===== src/rtl/cov_tst_chan.sv =====
// cov_tst_chan: multi-channel coverage test block.
// A two-state handshake (IDLE/EXEC) accepts one sample every two cycles and
// applies one of four update rules (ADJUST, ACC, HOLD, CLEAR) to a selected
// channel register. Any channel can be read back through a registered port.
module cov_tst_chan #(
    parameter int WIDTH     = 8,
    parameter int CHANNELS  = 4,
    parameter int HI_THRESH = 100,
    parameter int LO_THRESH = 70,
    parameter int LOAD_VAL  = 21
) (
    input  logic                          clk,
    input  logic                          rst,
    input  logic [WIDTH-1:0]              in,
    input  logic                          in_valid,
    output logic                          in_ready,
    input  logic [$clog2(CHANNELS):0]     ch_sel,
    input  logic [1:0]                    mode,
    input  logic [$clog2(CHANNELS)-1:0]   rd_sel,
    output logic [WIDTH-1:0]              out,
    output logic                          done,
    output logic                          err,
    output logic [CHANNELS-1:0]           sat
);

    localparam int CW = $clog2(CHANNELS);

    // Thresholds and load constant are taken modulo 2^WIDTH.
    localparam logic [WIDTH-1:0] HI_VAL   = WIDTH'(HI_THRESH);
    localparam logic [WIDTH-1:0] LO_VAL   = WIDTH'(LO_THRESH);
    localparam logic [WIDTH-1:0] LOAD_CST = WIDTH'(LOAD_VAL);

    typedef enum logic {
        IDLE = 1'b0,
        EXEC = 1'b1
    } state_t;

    typedef enum logic [1:0] {
        MODE_ADJUST = 2'd0,
        MODE_ACC    = 2'd1,
        MODE_HOLD   = 2'd2,
        MODE_CLEAR  = 2'd3
    } mode_t;

    state_t               state_q;
    state_t               state_d;

    logic [WIDTH-1:0]     x_q;
    logic [CW:0]          chSel_q;
    mode_t                mode_q;

    logic [WIDTH-1:0]     chan_q [CHANNELS];
    logic [CHANNELS-1:0]  sat_q;
    logic [WIDTH-1:0]     out_q;

    logic                 writeEn;
    logic                 chLegal;
    logic [CW-1:0]        chIdx;
    logic [WIDTH-1:0]     curVal;
    logic [WIDTH-1:0]     newVal;
    logic [WIDTH:0]       accSum;
    logic                 satSet;
    logic                 satClr;
    logic                 parity;

    // Channel count is a power of two, so the top select bit alone marks
    // an out-of-range channel.
    assign chLegal = ~chSel_q[CW];
    assign chIdx   = chSel_q[CW-1:0];
    assign curVal  = chan_q[chIdx];
    assign parity  = ^x_q;

    // State register: reset returns to IDLE and aborts any pending update.
    always_ff @(posedge clk) begin
        if (rst) begin
            state_q <= IDLE;
        end else begin
            state_q <= state_d;
        end
    end

    // Next-state logic: a sample is accepted in IDLE, EXEC always lasts one cycle.
    always_comb begin
        state_d = state_q;
        case (state_q)
            IDLE:    if (in_valid) state_d = EXEC;
            EXEC:    state_d = IDLE;
            default: state_d = IDLE;
        endcase
    end

    // Output logic: ready only in IDLE; done/err mark the EXEC cycle unless reset kills it.
    always_comb begin
        in_ready = 1'b0;
        done     = 1'b0;
        err      = 1'b0;
        writeEn  = 1'b0;
        case (state_q)
            IDLE: in_ready = 1'b1;
            EXEC: begin
                done    = ~rst;
                err     = ~rst & ~chLegal;
                writeEn = ~rst & chLegal;
            end
            default: in_ready = 1'b0;
        endcase
    end

    // Capture the sample, target channel and mode on the accepting edge.
    always_ff @(posedge clk) begin
        if (rst) begin
            x_q     <= '0;
            chSel_q <= '0;
            mode_q  <= MODE_ADJUST;
        end else if (state_q == IDLE && in_valid) begin
            x_q     <= in;
            chSel_q <= ch_sel;
            mode_q  <= mode_t'(mode);
        end
    end

    // Update rule: computes the channel's next value and saturation flag action.
    always_comb begin
        newVal = curVal;
        satSet = 1'b0;
        satClr = 1'b0;
        accSum = {1'b0, curVal} + {1'b0, x_q};
        case (mode_q)
            MODE_ADJUST: begin
                if (x_q[WIDTH-1]) begin
                    if (curVal > HI_VAL) begin
                        newVal = x_q;
                    end else begin
                        newVal = -x_q;
                    end
                end else if (x_q < LO_VAL) begin
                    newVal = LOAD_CST;
                end else begin
                    newVal = curVal;
                end
                newVal[0] = parity;
            end
            MODE_ACC: begin
                if (accSum[WIDTH]) begin
                    newVal = '1;
                    satSet = 1'b1;
                end else begin
                    newVal = accSum[WIDTH-1:0];
                end
            end
            MODE_HOLD: begin
                newVal = curVal;
            end
            MODE_CLEAR: begin
                newVal = '0;
                satClr = 1'b1;
            end
            default: newVal = curVal;
        endcase
    end

    // Channel registers: only the selected legal channel is written at the end of EXEC.
    always_ff @(posedge clk) begin
        if (rst) begin
            for (int i = 0; i < CHANNELS; i++) begin
                chan_q[i] <= '0;
            end
        end else if (writeEn) begin
            chan_q[chIdx] <= newVal;
        end
    end

    // Sticky saturation flags: set by an overflowing ACC, cleared by CLEAR.
    always_ff @(posedge clk) begin
        if (rst) begin
            sat_q <= '0;
        end else if (writeEn) begin
            if (satSet) begin
                sat_q[chIdx] <= 1'b1;
            end else if (satClr) begin
                sat_q[chIdx] <= 1'b0;
            end
        end
    end

    // Read-back register samples the channel array before any same-edge write.
    always_ff @(posedge clk) begin
        if (rst) begin
            out_q <= '0;
        end else begin
            out_q <= chan_q[rd_sel];
        end
    end

    assign out = out_q;
    assign sat = sat_q;

endmodule


===== config.mk =====
export PLATFORM = sky130hd
export DESIGN_NAME = cov_tst_chan
export DESIGN_NICKNAME = d
export VERILOG_FILES = /design/src/rtl/cov_tst_chan.sv
export SDC_FILE = /design/constraint.sdc
export NUM_CORES = 1
export LEC_CHECK = 0
export ABC_AREA = 1
export BUFFER_PORTS_ARGS = -buffer_cell sky130_fd_sc_hd__buf_2
export CAP_MARGIN = 40
export CORE_UTILIZATION = 60
export CTS_CLUSTER_SIZE = 14
export DETAILED_ROUTE_END_ITERATION = 12
export PLACE_DENSITY = 0.79
export SETUP_SLACK_MARGIN = 0.2
export SLEW_MARGIN = 40
export SYNTH_ARGS = -nofsm -noshare
export SYNTH_HDL_FRONTEND = slang
export SYNTH_SLANG_ARGS = --single-unit

===== constraint.sdc =====
create_clock -name clk -period 3.3 [get_ports clk]
set_input_delay 0.66 -clock clk [delete_from_list [all_inputs] [get_ports clk]]
set_output_delay 0.66 -clock clk [all_outputs]
set_load 0.05 [all_outputs]

**Yosys cells after proc, flatten, opt, wreduce, memory -nomap -nowiden**

Memory sizes are Yosys's and may differ from the RTL's. A register that Yosys moved wholly into a read port is not among the register bits.
Index checks and enable logic that the tools add are counted.

- Memories kept: 1
- Bits of input ports: 18
- Word-level logic and storage cells: 58
- Output and inout port bits: 15
- Flip-flop bits (word level): 18
- Bits in writable memories: 32

Memories:

| memory | words | width | rd ports | clocked after memory_dff | wr ports | RTL line | text |
|---|---|---|---|---|---|---|---|
| chan_q | 4 | 8 | 2 | 2 | 4 | 52 | `logic [WIDTH-1:0] chan_q [CHANNELS];` |

- Magnitude comparators: 4
- Muxes and demuxes: 28
- Bitwise logic cells: 8
- Equality and inequality tests: 3
- Add/sub/neg operators: 2
- Reductions and logical operators: 7

Operators with widths:

| operator | number |
|---|---|
| 8-bit 2-to-1 mux | 5 |
| 8-bit case mux with 4 select lines | 1 |
| 1-bit 2-to-1 mux | 15 |
| 8-bit by 8-bit adder with 9-bit output | 1 |
| 8-bit by 7-bit > comparator with 1-bit output, second input constant | 1 |
| 8-bit by 7-bit < comparator with 1-bit output, second input constant | 1 |
| 4-bit 2-to-1 mux | 2 |
| 8-bit negation | 1 |
| 8-bit OR reduction | 1 |
| 8-bit XOR reduction | 1 |
| 2-bit 2-to-1 mux | 3 |
| 4-bit AND | 1 |
| 2-bit == test, second input constant | 2 |
| 4-bit inverter | 1 |
| 4-bit bitwise OR | 1 |
| 2-bit by 3-bit < comparator with 1-bit output, second input constant | 1 |
| 1-bit inverter | 3 |
| 1-bit AND | 2 |
| 1-bit demux with 2-bit select | 1 |
| 2-bit by 1-bit == test with 1-bit output, second input constant | 1 |
| 2-bit by 1-bit >= comparator with 1-bit output, second input constant | 1 |
| 1-bit logical AND | 2 |
| 2-bit logical NOT | 1 |
| 1-bit case mux with 2 select lines | 1 |
| 2 further kinds | 2 |

**Logic depth before layout (Yosys ltp)**

- Word-level depth: 8
- Mapped depth: 19
- Mapped depth without buffers: 17

**Worst setup path after synthesis**

No wires, ideal clock.

- Path type: register to register
- From: reg with a tool-made name
- To: mem chan_q[0][6] (data pin)
- Data arrival time: 2.448 ns
- Library setup time: 0.270 ns
- Path buffers: 2
- Slack: 0.582 ns
- Data required time: 3.030 ns
- Cell stages (with the launch flop): 18
- Clock period less this slack: 2.718 ns
- Cell sequence: dfxtp_1 -> buf_6 -> inv_6 -> buf_8 -> nand2_1 -> nand3_1 -> nand2_1 -> inv_1 -> ha_1 -> fa_1 -> nand3_1 -> nand2_1 -> nand4_1 -> nand2_1 -> nand2_1 -> inv_2 -> a211oi_1 -> a21oi_1

RTL lines:

| item | RTL line |
|---|---|
| to (decl) | 52 |

==> metrics.cfg <==
[outcome]
outcome=finished clean

[synthesis]
avgSynthCellArea_um2=7.40
synth-edff-count=32
synth-seq-area-share_pct=42.6
synth_ff_type=edfxtp_1
yosys.area.top_type=edfxtp_1
ys_async_sr_fraction_pct=0
synthCells=483
synth_nets=515
yosysWarnings=0
syn_area_mm2=0.00357
synth_top_area_share_pct=26.9
synth_cell_type_count=31
synth-seq-cells=60
yosys-top-cells-area=edfxtp_1, dfxtp_1, nand2_1

[floorplanning]
initial_core_util_pct=63.7
die_area_mm2=0.00627
core_mm2=0.00561
dieHeight_um=79.2
pin_count=33
die_w_um=79.2
core.rowCount=27

[timing]
period_needed_ns=2.85
max_clock_freq_mhz=351
period_share_pct=86.4
tightestPinTransition_ns=0.691
hold_viol_final=0
rsz0062_at_grt=false
fin_tns_setup_ns=0
finClkSkew_ns=0.00573
slew_viol_final=0
relSlewSlack_pct=53.8
setup_viol=0

[routing]
remaining_drc_errors=0
vias=3391
avgViaCountPerCell=5.74
wl_per_cell_um=15.7
drt_iter0_markers=299
postRouteWirelength_um=9290
dr.pass1.iters=5
ant_nets=0

[worst_setup_path]
start_kind=register
crit_top_cell=nand2_1
crit_required_ns=3.38
cp_data_arrival_time_ns=2.93
slowest_delay_ns=0.46
worstSetupPathType=register to register
crit_fanout=16
path_cells=inv_6, nand2_1, nand3_1, nand2_1, inv_1, ha_1, fa_1, nand3_1, nand2_1, nand4_1, nand2_1, nand2_2, inv_2, nor2_1, a21oi_1, nand2_2, nor2_1
slowest_stage=dfxtp_2
endpoint_kind=register

[finish]
multiInputGateArea_mm2=0.00177
final_area_mm2=0.00400
area_growth_pct=12.0
layout_common_cells=nand2_1, nor2_1, inv_1
stdcell_count=591
antenna_cells=0
fin_nets=546
final_layout_size_suffix_gt1_share_pct=14.5
fill_cells=444
ff_latch_area_mm2=0.00152
final_common_cell=nand2_1

[placed_design]
io_buffers=32
hpwl_um=6950
dpl_cell_area_mm2=0.00376
place_congestion=0.939
dp.cells=575

[clock_tree]
clock_latency_ns=0.34
clock-sinks=60
cts_tree=done
clockRootBuffer=clkbuf_8
h-tree-depth=3
cts_setup_buffers=0
cts_buffer_depth=2
cts_buffers=9
clkTransAtPathRegs_ns=0.07

[power_and_ir_drop]
ir_drop_mv=0.378
cellLeakagePower_uw=0.00190
power_density_mw_per_mm2=521

[global_route]
grt_remaining_overflow=0
antenna_found_initial=0
grt_max_degree=27
grt_first_pass_wirelength_um=15000
grt_pass1_vias=3179
grt_use_total_pct=32.3

[flow_run]
cap_violations=0

[worst_hold_path]
hp-class=register to register

-- flip-flops by register name (all words and copies together) (netlist names), named ones only --
name and flops:
mode_q 2, state_q 1, chan_q 32, chSel_q 3, x_q 8, out 8
-- per-layer routing --
metal  up-vias  global-route usage (%)  share of wire (%)
met5         -                       0                  0
met1      1539                    43.0                 43
met3        19                    8.74                 10
li1       1650                       -                  -
met2       183                    50.1                 45
met4         0                    11.8                2.2
-- metrics by stage --
step | hold slack (ns) | total power (uW) | worst slack [ns] | util, %
after CTS | 0.452 | 2070 | 0.339 | 71.2
after global routing | 0.469 | 2170 | 0.275 | 71.4
final | 0.450 | 2080 | 0.448 | 71.4
after floorplan | 0.450 | 1220 | 0.582 | -
after global placement | 0.434 | 1320 | 0.313 | 67.1
after detailed placement | 0.437 | 1330 | 0.121 | 67.1
-- worst paths after layout --
| check | start | end | slack (ns) | depth (start not counted) |
|---|---|---|---|---|
| worst min-delay path | register | register | 0.45 | 2 |
| worst min register to register | register | register | 0.45 | 2 |
| worst max register to register | register | chan_q[2][5]$_SDFFCE_PN0P_ | 0.45 | 17 |
| worst max-delay path | register | chan_q[2][5]$_SDFFCE_PN0P_ | 0.45 | 17 |
-- layout make-up --
| cell class | count | area share [%] |
|---|---|---|
| clock buffer | 9 | 3.09 |
| timing repair buffer | 35 | 4.56 |
| multi-input combinational | 354 | 44.3 |
| sequential | 60 | 38.1 |
| clock inverter | 7 | 2.47 |
| tap | 72 | 2.25 |
| inverter | 54 | 5.25 |
-- synthesized netlist by cell type, drive strengths merged (2+ instances only) --
cell type  instances
a21oi             38
a31oi              2
buf                7
clkbuf             8
dfxtp             28
edfxtp            32
ha                13
inv               54
nand2            124
nand3             40
nand4              3
nor2              71
nor3               4
o2111ai            2
o211ai             3
o21ai             40
xnor2              2
xor2               8
-- cell families (layout without fill, tap and decap cells) --
group	after synthesis	count (layout)	synth area share, %
buffers and inverters	69	105	8.23
flip-flops	60	60	42.6
AND/OR/NAND/NOR	242	242	28.6
AO/OA/AOI/OAI	88	88	13.0
XOR/XNOR	10	10	2.45
adder cells (fa/ha/maj)	14	14	5.11
-- power breakdown --
part / switching [uW] / internal [uW] / leakage, uW
registers: 40.8 / 832 / 0.000564
logic: 321 / 147 / 0.00122
clock network: 314 / 429 / 0.000110
total: 677 / 1410 / 0.00190
-- worst max-delay path: cells and delay by family, from the launching register on --
| family | cells | cell delay [ns] |
|---|---|---|
| AND/OR/NAND/NOR | 11 | 1.13 |
| flip-flops | 1 | 0.46 |
| buffers and inverters | 3 | 0.26 |
| adder cells (fa/ha/maj) | 2 | 0.64 |
| AO/OA/AOI/OAI | 1 | 0.12 |
-- timing repair --
action / CTS / global route
endpoints found under the setup margin: 4 / 8
hold buffers: 0 / 0
pin swaps: 0 / 0
gates resized for setup: 2 / 4
Note: power is estimated with default switching activity, not from simulation.
